File: config.mk
export PLATFORM = sky130hd
export DESIGN_NAME = openadc_cmd_master
export DESIGN_NICKNAME = d
export VERILOG_FILES = /design/src/rtl/openadc_cmd_master.sv
export SDC_FILE = /design/constraint.sdc
export NUM_CORES = 1
export LEC_CHECK = 0
export ABC_AREA = 0
export CORE_UTILIZATION = 54
export CTS_CLUSTER_DIAMETER = 40
export DETAILED_ROUTE_END_ITERATION = 10
export PLACE_DENSITY_LB_ADDON = 0.1
export SETUP_SLACK_MARGIN = 0.3
export SYNTH_ARGS = -nofsm -noshare
export SYNTH_HDL_FRONTEND = slang
export SYNTH_SLANG_ARGS = --single-unit
export TNS_END_PERCENT = 1
File: constraint.sdc
create_clock -name ftdi_clk -period 6.9 [get_ports ftdi_clk]
set_input_delay 1.725 -clock ftdi_clk [delete_from_list [all_inputs] [get_ports ftdi_clk]]
set_output_delay 1.725 -clock ftdi_clk [all_outputs]
set_load 0.05 [all_outputs]
File: src/rtl/openadc_cmd_master.sv
// Host-side initiator for the OpenADC serial register protocol: requests -> header/data bytes, rx bytes -> responses.
// Latency: first tx_start 1 cycle after acceptance; rsp_valid 1 cycle after rx_ready; done 1 cycle after last byte.
// Backpressure: req_ready only in IDLE; tx waits on tx_busy. Optional read timeout via `define CMD_TIMEOUT_EN.
module openadc_cmd_master #(
   parameter int TIMEOUT_CYCLES = 1000000
) (
   input  logic        ftdi_clk,
   input  logic        reset,
   input  logic        req_valid,
   output logic        req_ready,
   input  logic        req_write,
   input  logic [5:0]  req_addr,
   input  logic [7:0]  req_wdata,
   input  logic [15:0] req_rdlen,
   output logic        tx_start,
   output logic [7:0]  tx_data,
   input  logic        tx_busy,
   input  logic        rx_ready,
   input  logic [7:0]  rx_data,
   output logic        rsp_valid,
   output logic [7:0]  rsp_data,
   output logic        rsp_last,
   output logic        done,
   output logic        timeout_err,
   output logic [7:0]  rx_stray_cnt
);

   typedef enum logic [2:0] {
      IDLE, SEND_HDR, WAIT_HDR, SEND_DATA, WAIT_DATA, RECV, DONE
   } state_t;

   state_t      state, state_nxt;
   logic        lat_write;
   logic [5:0]  lat_addr;
   logic [7:0]  lat_wdata;
   logic [15:0] lat_rdlen;
   logic [15:0] remain;
   logic        accept, fire_hdr, fire_data, rx_take, rx_end, tout_hit;

   assign req_ready = (state == IDLE);

`ifdef CMD_TIMEOUT_EN
   logic [31:0] tout_cnt;

   assign tout_hit = (state == RECV) && !rx_ready && (tout_cnt == 32'(TIMEOUT_CYCLES - 1));

   // Idle-gap counter: held at zero outside RECV so it starts clean on entry; any rx byte restarts it.
   always_ff @(posedge ftdi_clk or posedge reset) begin
      if (reset)                          tout_cnt <= '0;
      else if (state != RECV || rx_ready) tout_cnt <= '0;
      else                                tout_cnt <= tout_cnt + 32'd1;
   end

   // Sticky abort flag, cleared only when a new request is taken.
   always_ff @(posedge ftdi_clk or posedge reset) begin
      if (reset)         timeout_err <= 1'b0;
      else if (accept)   timeout_err <= 1'b0;
      else if (tout_hit) timeout_err <= 1'b1;
   end
`else
   logic unused_timeout_cfg;
   assign unused_timeout_cfg = (TIMEOUT_CYCLES == 0);
   assign tout_hit    = 1'b0;
   assign timeout_err = 1'b0;
`endif

   // Next-state and per-cycle strobes. A registered tx_start still high means the
   // previous pulse was last cycle: this both blocks back-to-back pulses and gives
   // the wait states their one-cycle minimum before trusting tx_busy.
   always_comb begin
      state_nxt = state;
      accept    = 1'b0;
      fire_hdr  = 1'b0;
      fire_data = 1'b0;
      rx_take   = 1'b0;
      rx_end    = 1'b0;
      case (state)
         IDLE: begin
            if (req_valid) begin
               accept    = 1'b1;
               state_nxt = SEND_HDR;
            end
         end
         SEND_HDR: begin
            if (!tx_busy && !tx_start) begin
               fire_hdr  = 1'b1;
               state_nxt = lat_write ? WAIT_HDR : RECV;
            end
         end
         WAIT_HDR: begin
            if (!tx_start && !tx_busy) state_nxt = SEND_DATA;
         end
         SEND_DATA: begin
            if (!tx_start) begin
               fire_data = 1'b1;
               state_nxt = WAIT_DATA;
            end
         end
         WAIT_DATA: begin
            if (!tx_start && !tx_busy) state_nxt = DONE;
         end
         RECV: begin
            if (rx_ready) begin
               rx_take = 1'b1;
               if (remain == 16'd1) begin
                  rx_end    = 1'b1;
                  state_nxt = DONE;
               end
            end else if (tout_hit) begin
               state_nxt = DONE;
            end
         end
         DONE:    state_nxt = IDLE;
         default: state_nxt = IDLE;
      endcase
   end

   // State register.
   always_ff @(posedge ftdi_clk or posedge reset) begin
      if (reset) state <= IDLE;
      else       state <= state_nxt;
   end

   // Capture the request so the inputs may change once it is accepted.
   always_ff @(posedge ftdi_clk or posedge reset) begin
      if (reset) begin
         lat_write <= 1'b0;
         lat_addr  <= '0;
         lat_wdata <= '0;
         lat_rdlen <= '0;
      end else if (accept) begin
         lat_write <= req_write;
         lat_addr  <= req_addr;
         lat_wdata <= req_wdata;
         lat_rdlen <= req_rdlen;
      end
   end

   // Remaining response bytes; a zero length still asks for one byte.
   always_ff @(posedge ftdi_clk or posedge reset) begin
      if (reset)                        remain <= '0;
      else if (fire_hdr && !lat_write)  remain <= (lat_rdlen == 16'd0) ? 16'd1 : lat_rdlen;
      else if (rx_take)                 remain <= remain - 16'd1;
   end

   // Transmit strobe and byte: header is {1, write, addr}, then write data.
   always_ff @(posedge ftdi_clk or posedge reset) begin
      if (reset) begin
         tx_start <= 1'b0;
         tx_data  <= '0;
      end else begin
         tx_start <= fire_hdr | fire_data;
         if (fire_hdr)       tx_data <= {1'b1, lat_write, lat_addr};
         else if (fire_data) tx_data <= lat_wdata;
      end
   end

   // Forward response bytes and the completion pulse.
   always_ff @(posedge ftdi_clk or posedge reset) begin
      if (reset) begin
         rsp_valid <= 1'b0;
         rsp_last  <= 1'b0;
         rsp_data  <= '0;
         done      <= 1'b0;
      end else begin
         rsp_valid <= rx_take;
         rsp_last  <= rx_end;
         done      <= (state == DONE);
         if (rx_take) rsp_data <= rx_data;
      end
   end

   // Count bytes arriving when no read is collecting them; saturates.
   always_ff @(posedge ftdi_clk or posedge reset) begin
      if (reset)                                               rx_stray_cnt <= '0;
      else if (rx_ready && state != RECV && rx_stray_cnt != 8'hFF) rx_stray_cnt <= rx_stray_cnt + 8'd1;
   end

endmodule

======== Word level (Yosys, flattened, before mapping) ========
Index checks and enable logic that the tools add are counted.
storage, ports and cells
  word-level logic and storage cells ...... 69
  output and inout port bits .............. 30
  bits in registers ....................... 78
  bits of input ports ..................... 44
operators by class
  reductions and logical operators ........ 12
  $add $sub $neg .......................... 2
  eq/ne operators ......................... 16
  bitwise logic cells ..................... 1
  multiplexer cells ....................... 25
operators with widths
  cell                     number
  $mux W16                 3
  $mux W3                  8
  $pmux W3 S6              1
  $eq A16 B1 Y1 const B    1
  $logic_not A16 Y1        1
  $mux W8                  2
  $sub A16 B1 Y16 const B  1
  $ne A2 B2 Y1 const B     7
  $mux W1                  11
  $eq A3 B3 Y1 const B     3
  $add A8 B1 Y8 const B    1
  $ne A8 B8 Y1 const B     1
  $reduce_and A7 Y1        1
  $eq A3 B2 Y1 const B     2
  $logic_and A1 B1 Y1      4
  $reduce_bool A2 Y1       2
  $eq A3 B1 Y1 const B     1
  $logic_not A1 Y1         3
  $logic_not A3 Y1         1
  $ne A3 B3 Y1 const B     1
  $or A1 B1 Y1             1

======== Depth between registers and ports, before layout ========
Gate-level depths: netlist of run 1.
  word-level depth ........................ 6
  depth in mapped cells ................... 8
  mapped depth without buffers ............ 7

======== Least setup slack after synthesis of run 1 ========
No wires, ideal clock.
  path kind ............................... reg2out
  from .................................... register state[1]
  to ...................................... output port req_ready
  path buffers ............................ 1
  setup slack ............................. 3466 ps
  data arrival time ....................... 1709 ps
  stages on the path, launching flop included .. 3
  path through ............................ dfrtp_1 clkbuf_1 nor3_1
between the ends
  word-level cells in the longest chain between the ends .. 1
RTL lines
  item                      RTL line  RTL
  start: declaration        32        state_t state, state_nxt;
  start signal: assignment  121       else state <= state_nxt;
  $logic_not A3 Y1          40        assign req_ready = (state == IDLE);
  end: declaration          10        output logic req_ready,
No other way between the ends.

======== Worst setup path in the final report of run 1 ========
  from .................................... input port rx_ready
  to ...................................... register remain[11]
between the ends
  word-level cells in the longest chain between the ends .. 3
RTL lines
  item                          RTL line  RTL
  start: declaration            18        input logic rx_ready,
  $mux W1                       103       if (rx_ready) begin
  $mux W1                       77        case (state)
  $reduce_bool A2 Y1 (no line)  --
  end signal: assignment        142       else if (fire_hdr && !lat_write) remain <= (lat_rdlen == 16'd0) ? 16'd1 : lat_rdlen;
  end signal: assignment        143       else if (rx_take) remain <= remain - 16'd1;
  end: declaration              37        logic [15:0] remain;
No other way between the ends.
A chain may end at the register's enable or synchronous reset.

==> results.json, run 1 <==
{
  "status": "finished clean",
  "synth_seq_cells": 78,
  "regToRegSetupSlack_ns": 4.03,
  "cp-end-kind": "register",
  "drt_iter0_markers": 141,
  "cap_viol_max_count": 0,
  "ys_warn_count": 0,
  "setup_tns_ns": 0,
  "p_total_w": 0.00205,
  "p_sw_frac": 0.421,
  "period_share": 0.596,
  "worst_pin_slew_ns": 0.966,
  "routedWlPerCell_um": 14.6,
  "synthFlopType": "dfrtp_1",
  "core_um2": 6030,
  "whs_ns": 0.487,
  "r2r-end": "remain[11]",
  "h-tree-depth": 3,
  "gr-total-overflow": 0,
  "syn2layout_area_growth_pct": 27.5,
  "grt_pass1_vias": 2304,
  "wl_mm": 6.77,
  "start_kind": "input pin",
  "yosysUniqueCellTypes": 41,
  "skew_ns": 0.00655,
  "hpwl_mm": 4.77,
  "ctsLongestPathBuffers": 2,
  "synth_cells": 311,
  "drc": 0,
  "cts_root_buf": "clkbuf_8",
  "crit_type": "input pin to register",
  "antenna_found_initial": 0,
  "first_pass_iters": 4,
  "p_clk_frac": 0.149,
  "die_w_um": 81.8,
  "vias": 2572,
  "cts_tree": "yes",
  "fin_util": 0.728,
  "die_area_um2": 6700,
  "rows": 28,
  "hold_viol": 0,
  "grtUsageTotal": 0.222,
  "vias_per_cell": 5.57,
  "hold_buffers": 0,
  "power_leakage_nw": 1.83,
  "cp.arrival_ns": 4.37,
  "synth_fp_nets": 358,
  "finalMaxSlewViolations": 0,
  "clk_latency_ns": 0.35,
  "die_y_um": 81.8,
  "period_minus_slack_ns": 4.11,
  "crit_fanout": 21,
  "crit_start": "rx_ready",
  "clkSinkCount": 78,
  "whs_path_depth": 2,
  "n_fill_cell": 449,
  "cp.required_ns": 7.16,
  "power.share.combinational": 0.431,
  "fmax_mhz": 243,
  "synth_edf_count": 0,
  "place_congestion": 0.821,
  "post_cts_resized": 0,
  "p_sw_w": 0.000863,
  "rr_worst_depth": 7,
  "ant_nets": 0,
  "grt_pass1_wl_mm": 10.8,
  "cp-endpoint": "remain[11]",
  "rr_startpoint": "state[1]",
  "nNetsFinal": 429,
  "fin_ws_ns": 2.79,
  "pre_cts_slack_ns": 2.37,
  "numCtsBuffers": 9,
  "clk_pin_slew_ns": 0.08,
  "yosysSeqAreaShare": 0.567,
  "postSynth.asyncResetShare": 1.00,
  "p_seq_frac": 0.420,
  "ir_drop_mv": 0.293,
  "portBuffers": 72,
  "pin_count": 74,
  "hp-class": "register to register",
  "postCtsSetupRepairBufs": 0,
  "relSlewSlack": 0.354,
  "rsz0062_at_grt": "no",
  "avgSynthCellArea_um2": 11.1,
  "p_per_area_nw_per_um2": 467,
  "drive_gt1_frac": 0.150,
  "initial_core_util": 0.571,
  "grt_max_degree": 49,
  "antenna_cells": 0,
  "syn_area_um2": 3440,
  "p_int_w": 0.00119,
  "setup_viol": 0
}
-- layout make-up --
| class | instances | area (µm²) | share of cell area |
|---|---|---|---|
| Clock buffer | 10 | 138 | 0.0314 |
| Timing Repair Buffer | 75 | 743 | 0.169 |
| Clock inverter | 6 | 37.5 | 0.00856 |
| Multi-Input combinational cell | 208 | 1390 | 0.316 |
| Tap cell | 75 | 93.8 | 0.0214 |
| Inverter | 10 | 37.5 | 0.00856 |
| Sequential cell | 78 | 1950 | 0.445 |
-- worst min path at each step --
stage | from | to
finish | rsp_data[5] | rsp_data[5]
global route | remain[14] | remain[14]
CTS | rsp_data[4] | rsp_data[4]
detailed placement | rsp_data[5] | rsp_data[5]
global placement | rsp_data[4] | rsp_data[4]
floorplan | remain[11] | remain[11]
-- stage by stage --
stage	cell area, µm²	cells
floorplan	3440	311
global placement	4210	446
detailed placement	4210	446
CTS	4390	462
global route	4390	462
finish	4390	462
-- worst max-delay path: stages --
cell             delay [ns]
clkdlybuf4s50_1        0.53
nand4_1                0.43
inv_1                  0.65
nand4_1                0.35
nor4_1                 0.34
nor3_1                 0.09
a211oi_1               0.25
-- per-layer routing --
metal / track usage / vias to the layer above / share of wire
li1: - / 1240 / -
met1: 0.306 / 1249 / 0.47
met2: 0.332 / 72 / 0.46
met3: 0.0522 / 11 / 0.046
met4: 0.107 / 0 / 0.022
met5: 0 / - / 0
-- placed cells by master, fill, tap and decap left out, types with 2 or more instances in the layout --
cell	n
clkinvlp_4	3
buf_4	3
a31oi_1	3
a21oi_1	15
inv_1	9
ha_1	3
dfrtp_1	78
nor3_1	12
o21ai_0	6
mux2_2	30
mux2i_1	8
o22ai_1	3
or4_4	2
a211oi_1	4
clkdlybuf4s50_1	72
xnor2_1	10
clkinv_2	3
nand3_1	4
nor2_1	21
o211ai_1	4
xor2_1	4
and3_1	5
nand2_1	40
nand4_1	8
nor4_1	8
clkbuf_8	10
nand2b_1	2
-- kinds of logic after synthesis --
group,share of synthesized area
fa+ha+maj,0.0138
buf+inv,0.0320
flops,0.567
compound gates,0.0738
simple gates,0.155
xor+xnor,0.0356
other cells,0.00109
mux,0.121
-- cell usage after synthesis (all sizes together), types with 7 or more instances --
master,count,share of area
mux2,30,0.098
nor3,13,0.020
xnor2,10,0.025
dfrtp,78,0.57
mux2i,8,0.023
nor2,22,0.025
nand2,40,0.044
nand4,8,0.015
buf,10,0.016
nor4,9,0.016
a21oi,15,0.022
inv,10,0.011
o21ai,7,0.010
-- registers in the layout, indices dropped and copies added (netlist names), 3 cells and up --
register      count
lat_rdlen        16
remain           16
lat_wdata         8
rsp_data          8
rx_stray_cnt      8
tx_data           8
lat_addr          6
state             3
-- power groups by stage --
stage                     clock network [W]  logic, W  registers, W
after CTS                          0.000311  0.000890      0.000859
final                              0.000305  0.000883      0.000861
after global routing               0.000332  0.000954      0.000889
after global placement                    0  0.000865      0.000857
after floorplan                           0  0.000428       0.00105
after detailed placement                  0  0.000887      0.000865
No activity file was read; power rests on OpenSTA's default activity.
==> run 2, diff against run 1 <==
--- a/config.mk
+++ b/config.mk
@@ -6,7 +6,7 @@
 export NUM_CORES = 1
 export LEC_CHECK = 0
 export ABC_AREA = 0
-export CORE_UTILIZATION = 54
+export CORE_UTILIZATION = 46
 export CTS_CLUSTER_DIAMETER = 40
 export DETAILED_ROUTE_END_ITERATION = 10
 export PLACE_DENSITY_LB_ADDON = 0.1
==> constraint.sdc (replaced) <==
create_clock -name ftdi_clk -period 3.42 [get_ports ftdi_clk]
set_input_delay 0.855 -clock ftdi_clk [delete_from_list [all_inputs] [get_ports ftdi_clk]]
set_output_delay 0.855 -clock ftdi_clk [all_outputs]
set_load 0.05 [all_outputs]
==> run 2 against run 1 <==
Compared with the run above:
- design area up 3.5%
- sequential power up 100%
- setup slack worse by 2.3 ns
- register-to-register slack worse by 2.7 ns
- combinational power up 100%
- global-route usage down 2.3 points
- critical path depth down 5
- highest routed layer unchanged
==> results.json, run 2 (synthesis gave the netlist of run 1 again) <==
{
  "relSlewSlack": 0.570,
  "mostFrequentLayoutCell": "dfrtp_1",
  "hp-class": "register to register",
  "placed_area_um2": 4290,
  "die_y_um": 88.5,
  "rsz0062_at_grt": "no",
  "core_um2": 7250,
  "setup_tns_ns": 0,
  "hold_viol": 0,
  "postCtsSetupRepairBufs": 0,
  "status": "finished clean",
  "crit_chain": "nor3_1, clkdlybuf4s50_1",
  "wl_mm": 6.96,
  "p_total_w": 0.00437,
  "grt_max_degree": 79,
  "slowest_stage": "clkdlybuf4s50_1",
  "finalMaxSlewViolations": 0,
  "grt_pass1_vias": 2529,
  "start_kind": "register",
  "hpwl_mm": 4.84,
  "clk_latency_ns": 0.35,
  "routedWlPerCell_um": 14.2,
  "clk_pin_slew_ns": 0.07,
  "syn2layout_area_growth_pct": 32.0,
  "period_minus_slack_ns": 2.91,
  "drt_iter0_markers": 118,
  "period_share": 0.852,
  "cp.required_ns": 2.56,
  "post_cts_resized": 0,
  "die_area_um2": 7830,
  "cp-end-kind": "primary output",
  "grt_pass1_wl_mm": 11.9,
  "cts_tree": "yes",
  "h-tree-depth": 3,
  "portBuffers": 72,
  "die_w_um": 88.5,
  "drive_gt1_frac": 0.156,
  "cp.arrival_ns": 2.06,
  "nNetsFinal": 434,
  "p_per_area_nw_per_um2": 963,
  "reg_top3": "lat_rdlen: 16 flops, remain: 16 flops",
  "vias_per_cell": 5.20,
  "ctsLongestPathBuffers": 2,
  "ir_drop_mv": 0.415,
  "final_cell_mix": "dfrtp_1, clkdlybuf4s50_1, nand2_1",
  "crit_type": "register to primary output",
  "gr-total-overflow": 0,
  "hold_buffers": 0,
  "fmax_mhz": 343,
  "clkSinkCount": 78,
  "power_leakage_nw": 1.90,
  "antenna_found_initial": 0,
  "initial_core_util": 0.474,
  "vias": 2552,
  "numCtsBuffers": 9,
  "drc": 0,
  "slowest_delay_ns": 0.88,
  "grtUsageTotal": 0.199,
  "place_congestion": 0.820,
  "crit_fanout": 10,
  "setup_viol": 0,
  "finalInstanceArea_um2": 4540,
  "cts_root_buf": "clkbuf_8",
  "skew_ns": 0.00777,
  "pin_count": 74,
  "antenna_cells": 0,
  "ant_nets": 0,
  "first_pass_iters": 4,
  "cap_viol_max_count": 0,
  "rows": 31,
  "worst_pin_slew_ns": 0.640
}
[run 2: cell types whose count changed in the layout (fill, tap and decap cells not counted), sizes merged]
cell / before / now
clkinvlp: 3 / 0
clkinv: 3 / 1
bufinv: 0 / 3
clkbuf: 10 / 13
inv: 10 / 9
buf: 3 / 8
[run 2: path summary, 6_finish.rpt]
check	from	to	slack [ns]	cells past startpoint
min in group asynchronous	reset	rsp_data[3]	0.92	3
worst min register to register	rsp_data[7]	rsp_data[7]	0.47	2
worst max register to register	state[1]	remain[11]	1.31	7
worst max-delay path	state[2]	req_ready	0.51	2
max in group asynchronous	reset	tx_data[5]	2.20	3
worst min-delay path	rsp_data[7]	rsp_data[7]	0.47	2
[run 2: worst max-delay path: cells and delay by family (launching register included)]
family                 cells  cell delay, ns
buffers and inverters      1            0.88
flip-flops                 1            0.50
AND/OR/NAND/NOR            1            0.34
[run 2: area by class of cell]
type                    instances  area (µm²)
multi-input cells             208        1390
well taps                      99         124
repair buffers                 80         793
clock inverters                 3        90.1
clock buffers                  13         159
fillers                       618        2710
inverters                      10        38.8
flip-flops and latches         78        1950
[run 2: power breakdown]
part | internal, W | leakage, nW | total [W] | switching [W]
clock | 0.000526 | 0.124 | 0.000846 | 0.000320
sequential | 0.00136 | 0.942 | 0.00173 | 0.000368
combinational | 0.000771 | 0.832 | 0.00180 | 0.00103
total | 0.00266 | 1.90 | 0.00437 | 0.00172
[run 2: layer usage]
layer / routed length [µm] / up-vias / track usage / part of all wire
li1: - / 1243 / - / -
met2: 3370 / 50 / 0.317 / 0.48
met1: 3250 / 1253 / 0.269 / 0.47
met5: 0 / - / 0 / 0
met3: 279 / 6 / 0.0569 / 0.040
met4: 62 / 0 / 0.0543 / 0.0089
[run 2: through the flow]
| stage | worst slack, ns | std cells | hold WS (ns) | utilization |
|---|---|---|---|---|
| final | 0.505 | 491 | 0.474 | 0.626 |
| after global routing | 0.390 | 491 | 0.497 | 0.626 |
| after CTS | 0.488 | 491 | 0.481 | 0.626 |
| after detailed placement | 0.591 | 475 | 0.466 | 0.592 |
| after global placement | 0.666 | 475 | 0.459 | 0.592 |
| after floorplan | 0.570 | 311 | 0.449 | - |
==> RTL edit 1: new RTL, settings of run 1 <==
Re-encode `state_t` (7 states) as one-hot, 7 bits wide.
--- a/src/rtl/openadc_cmd_master.sv
+++ b/src/rtl/openadc_cmd_master.sv
@@ -25,8 +25,8 @@
    output logic [7:0]  rx_stray_cnt
 );
 
-   typedef enum logic [2:0] {
-      IDLE, SEND_HDR, WAIT_HDR, SEND_DATA, WAIT_DATA, RECV, DONE
+   typedef enum logic [6:0] {
+      IDLE = 7'b0000001, SEND_HDR = 7'b0000010, WAIT_HDR = 7'b0000100, SEND_DATA = 7'b0001000, WAIT_DATA = 7'b0010000, RECV = 7'b0100000, DONE = 7'b1000000
    } state_t;
 
    state_t      state, state_nxt;
Check against the original RTL: same outputs for any inputs over 10 cycles, from zero or initial values and one cycle with reset high; not proved beyond that.
==> RTL edit 1 against run 1 <==
  * Cell area up 7.5%
  * Total power is 0.12% higher
  * Final cell count grew 7.1%
  * Setup slack lost 0.19 ns
  * Synthesized area increased by 8.1%
  * Via count increased by 7.7%
  * Non-clock buffer count stayed put
  * Wire length up 11%
  * Global-route usage rose by 0.85 points
  * Sequential cell count grew 4
  * Critical path type is now register to output pin
  * Critical endpoint is now req_ready
  * Highest routed layer unchanged
==> RTL edit 1: results (changes against run 1) <==
| Metric | Value |
|---|---|
| Status | complete, no violations |
| Most used DFF post-synth | dfrtp_1 |
| Sequential area share after synthesis | 0.5518 (-0.01549) |
| Inserted Clock Buffers | 9 (unchanged) |
| Vias per cell | 5.598 (+0.55%) |
| Initial antenna violation count | 0 (unchanged) |
| Post-synth ARST share | 1.000 (unchanged) |
| GPL Wtd Cong | 0.8376 (+2.0%) |
| Peak supply drop | 0.2703 mV (-7.7%) |
| Largest regs | lat_rdlen: 16 flops, remain: 16 flops |
| Diodes inserted | 0 (unchanged) |
| Net Sw Power | 0.7988 mW (-7.4%) |
| Nets@finish | 461 (+7.5%) |
| Resize count post-CTS | 0 (unchanged) |
| Pleak | 1.966 nW (+7.5%) |
| Fin crit share | 0.6227 (+0.02715) |
| Number of global-route vias before repair | 2730 (+18%) |
| Worst hold-check path type | register to register |
| First-pass GRT wire length | 12.97 mm (+20%) |
| Yosys cell types | 48 (+17%) |
| Clock Path Buffers | 2 (unchanged) |
| Mapped Nets | 390 (+8.9%) |
| Clock Skews | 0.01098 ns (+0.004427 ns) |
| Worst-skew pair later-pin latency | 0.35 ns (about the same) |
| Synth top cells by count | dfrtp_1, nand2_1, nor2_1 |
| I/O Buffers | 72 (unchanged) |
| Share of cells above drive strength 1 | 0.1268 (-0.02308) |
| Yosys warns | 0 (unchanged) |
| FF-to-FF setup slack | 3.92 ns (-0.11 ns) |
| Total global-route track usage | 0.2309 (+0.008459) |
| Least-Margin Pin Slew | 0.9980 ns (+0.03182 ns) |
| Synth area leaders | dfrtp_1, mux2_2, nand2_1 |
| Crit-path max FO | 11 (-48%) |
| H-tree depth | 3 (unchanged) |
| Drt total wl | 7.481 mm (+11%) |
| Dpl hpwl | 5.109 mm (+7.1%) |
| Worst EP arrival | 2.57 ns (-1.80 ns) |
| Post-placement setup slack | 2.676 ns (+0.3036 ns) |
| Worst-path clk slew | 0.08 ns (about the same) |
| Largest net degree at the start of global routing | 83 (+69%) |
| Post-CTS Repair Setup Buffers | 0 (unchanged) |
| Detailed Route Iter0 Violations | 132 (-6.4%) |
| Root buf cell | clkbuf_8 |
| Drt first pass iters | 4 (unchanged) |
## RTL edit 1: changes by cell type after synthesis, moves of 4 or more
cell / delta
nor2_1: +16
a21oi_1: +6
mux2_1: +6
and3_1: -5
o41ai_1: +4
## RTL edit 1: metrics by stage
step / instance area (sq um) / std cells / hold WS [ns] / utilization
after floorplan: 3721 / 343 / 0.4624 / -
after global placement: 4498 / 480 / 0.4582 / 0.6925
after detailed placement: 4498 / 480 / 0.4621 / 0.6925
after CTS: 4715 / 495 / 0.4809 / 0.7259
after global routing: 4715 / 495 / 0.4956 / 0.7259
final: 4715 / 495 / 0.4778 / 0.7259
## RTL edit 1: logic make-up (layout without fill, tap and decap cells)
kind of cell | count (synthesis) | after routing | synth area share
and+or+nand+nor | 127 | 127 | 0.1671
DFF | 82 | 82 | 0.5518
AOI/OAI and AO/OA | 47 | 47 | 0.08003
muxes | 40 | 40 | 0.1187
buffers and inverters | 25 | 100 | 0.02892
xor gates and xnor gates | 18 | 18 | 0.04237
adders and majority gates | 3 | 3 | 0.01009
other | 1 | 1 | 0.001008
## RTL edit 1: final timing paths
| check | start | to | cells after the start |
|---|---|---|---|
| setup / recovery | state[2]$_DFFE_PP0P_ | req_ready | 3 |
| hold / removal | rsp_data[7]$_DFFE_PP0P_ | rsp_data[7]$_DFFE_PP0P_ | 2 |
| setup reg to reg | state[2]$_DFFE_PP0P_ | remain[11]$_DFFE_PP0P_ | 5 |
| hold reg to reg | rsp_data[7]$_DFFE_PP0P_ | rsp_data[7]$_DFFE_PP0P_ | 2 |
| max in group asynchronous | reset | lat_rdlen[9]$_DFFE_PP0P_ | 3 |
| min in group asynchronous | reset | rx_stray_cnt[4]$_DFFE_PP0P_ | 3 |
## RTL edit 1: area by class of cell
type / count / area [sq um]
multi-input cells: 236 / 1567
inverters: 10 / 38.79
flip-flops and latches: 82 / 2053
clock buffers: 10 / 137.6
well taps: 77 / 96.34
repair buffers: 75 / 743.2
fillers: 470 / 1780
clock inverters: 5 / 78.83
## RTL edit 1: power by group through the flow
stage | combinational [mW] | clock (mW) | sequential [mW]
detailed placement | 0.805 | 0 | 0.875
finish | 0.804 | 0.377 | 0.871
global route | 0.867 | 0.407 | 0.899
global placement | 0.787 | 0 | 0.865
floorplan | 0.404 | 0 | 1.02
CTS | 0.809 | 0.386 | 0.868
## RTL edit 1: critical path: stages (launching register included)
cell and delay [ns]:
dfrtp_1 0.51, or4b_1 0.62, nor4_2 0.23, clkdlybuf4s50_1 0.86
## RTL edit 1: layer usage
metal  wire length (microns)  global-route usage  share of wire
met1                    3397              0.3045           0.45
met2                    3485              0.3710           0.47
met3                     440             0.05156          0.059
met4                     159             0.09861          0.021
met5                       0                   0              0
==> RTL edit 2: new RTL, config.mk and constraints of run 1 <==
Without the edit above. Add a define of `CMD_TIMEOUT_EN`.
--- a/src/rtl/openadc_cmd_master.sv
+++ b/src/rtl/openadc_cmd_master.sv
@@ -1,6 +1,8 @@
 // Host-side initiator for the OpenADC serial register protocol: requests -> header/data bytes, rx bytes -> responses.
 // Latency: first tx_start 1 cycle after acceptance; rsp_valid 1 cycle after rx_ready; done 1 cycle after last byte.
 // Backpressure: req_ready only in IDLE; tx waits on tx_busy. Optional read timeout via `define CMD_TIMEOUT_EN.
+`define CMD_TIMEOUT_EN
+
 module openadc_cmd_master #(
    parameter int TIMEOUT_CYCLES = 1000000
 ) (
Formal check against the unedited RTL: no difference found for any inputs over 10 cycles, from zero or initial values and one cycle with reset high; that may be too few to reach the edited logic, so the function may still have changed.
==> RTL edit 2 against run 1 <==
  * Cell area increased by 40%
  * Final cell count increased by 45%
  * Synthesized area increased by 48%
  * Clock power increased by 45%
  * Clock skew increased by 0.010 ns
  * Sequential power increased by 21%
  * First-iteration DRC count increased by 37%
  * Sequential cell count increased by 33
  * Combinational power increased by 4.1%
  * Largest power group is now sequential cells
  * Sequential share of layout area increased by 0.78 points
  * Synthesized cell count increased by 57%
  * Setup slack improved by 0.30 ns
  * Total power increased by 17%
  * Wire length increased by 49%
==> RTL edit 2: results (changes against run 1) <==
| Metric | Value |
|---|---|
| Share of cells above drive strength 1 | 0.09982 (-0.05005) |
| Pleak | 2.469 nW (+35%) |
| DR vias | 3770 (+47%) |
| Smallest hold slack | 0.4872 ns (+0.0004680 ns) |
| Yosys cell types | 46 (+12%) |
| Largest net degree at the start of global routing | 62 (+27%) |
| M1 WL | 4.831 mm (+53%) |
| Largest regs | tout_cnt: 32 flops, lat_rdlen: 16 flops, remain: 16 flops |
| Worst-path clk slew | 0.11 ns (+0.03 ns) |
| Dpl hpwl | 6.960 mm (+46%) |
| Number of fillers in the final layout | 747 (+66%) |
| Sequential area share after synthesis | 0.5447 (-0.02262) |
| Slowest cell on the critical path | clkdlybuf4s50_1 |
| Fmax | 262.3 MHz (+7.8%) |
| Synth Instances | 489 (+57%) |
| First-pass GRT wire length | 17.21 mm (+59%) |
| Synth area leaders | dfrtp_1, mux2_2, xnor2_1 |
| Dpl cell area | 5908 sq um (+40%) |
| Met3 WL post-DR | 584 microns (+86%) |
| Mapped Nets | 537 (+50%) |
| Final Non-Filler Cells | 672 (+45%) |
| Reg-to-reg endpoint | remain[14]$_DFFE_PP0P_ |
| Max-slew headroom | 0.3038 (-0.04977) |
| Synth top cells by count | dfrtp_1, nand2_1, nor2_1 |
| Status | complete, no violations |
| Placed Cells | 656 (+47%) |
| Number of global-route vias before repair | 3620 (+57%) |
| Worst hold path endpoint | rx_stray_cnt[7]$_DFFE_PP0P_ |
| Drt total wl | 10.09 mm (+49%) |
| Met1 GRT Util | 0.3117 (+0.005714) |
| Met2 wire length | 4.541 mm (+45%) |
| Worst-skew pair later-pin latency | 0.37 ns (+0.02 ns) |
| Post-placement setup slack | 2.679 ns (+0.3060 ns) |
| Crit-path max FO | 17 (-19%) |
| Worst EP arrival | 4.06 ns (-0.31 ns) |
| Worst hold path stage count | 1 (-1) |
| I/O Buffers | 73 (+1.4%) |
| Peak supply drop | 0.2678 mV (-8.6%) |
| Worst hold-check path type | register to register |
| Detailed Route Iter0 Violations | 193 (+37%) |
| FF-to-FF setup slack | 4.11 ns (+0.08 ns) |
| Nets@finish | 604 (+41%) |
| Met3 Use GR | 0.06044 (+0.008213) |
| GPL Wtd Cong | 0.8672 (+5.6%) |
| Grt met2 use | 0.3362 (+0.003971) |
| Clock Skews | 0.01660 ns (+0.01004 ns) |
| Total global-route track usage | 0.2205 (-0.002002) |
| Min-Delay Startpoint | rx_stray_cnt[7]$_DFFE_PP0P_ |
RTL edit 2: cell families after synthesis:
| kind of cell | synth area share |
|---|---|
| flip-flops | 0.5447 |
| AO/OA/AOI/OAI | 0.07164 |
| XOR/XNOR | 0.06011 |
| adder cells (fa/ha/maj) | 0.01178 |
| multiplexers | 0.08194 |
| AND/OR/NAND/NOR | 0.1997 |
| buffers and inverters | 0.03018 |
RTL edit 2: cell type report:
cell class	instances	area, sq um	share of cell area
Multi-Input combinational cell	339	2168	0.3535
Timing Repair Buffer	75	745.7	0.1216
Sequential cell	111	2778	0.4528
Tap cell	111	138.9	0.02264
Clock inverter	7	102.6	0.01672
Inverter	20	77.57	0.01265
Clock buffer	9	123.9	0.02019
RTL edit 2: power breakdown:
group | total (mW) | internal, mW | leakage, nW | switching (mW)
Combinational | 0.919 | 0.377 | 0.938 | 0.542
Sequential | 1.04 | 0.858 | 1.41 | 0.180
Clock | 0.441 | 0.210 | 0.116 | 0.231
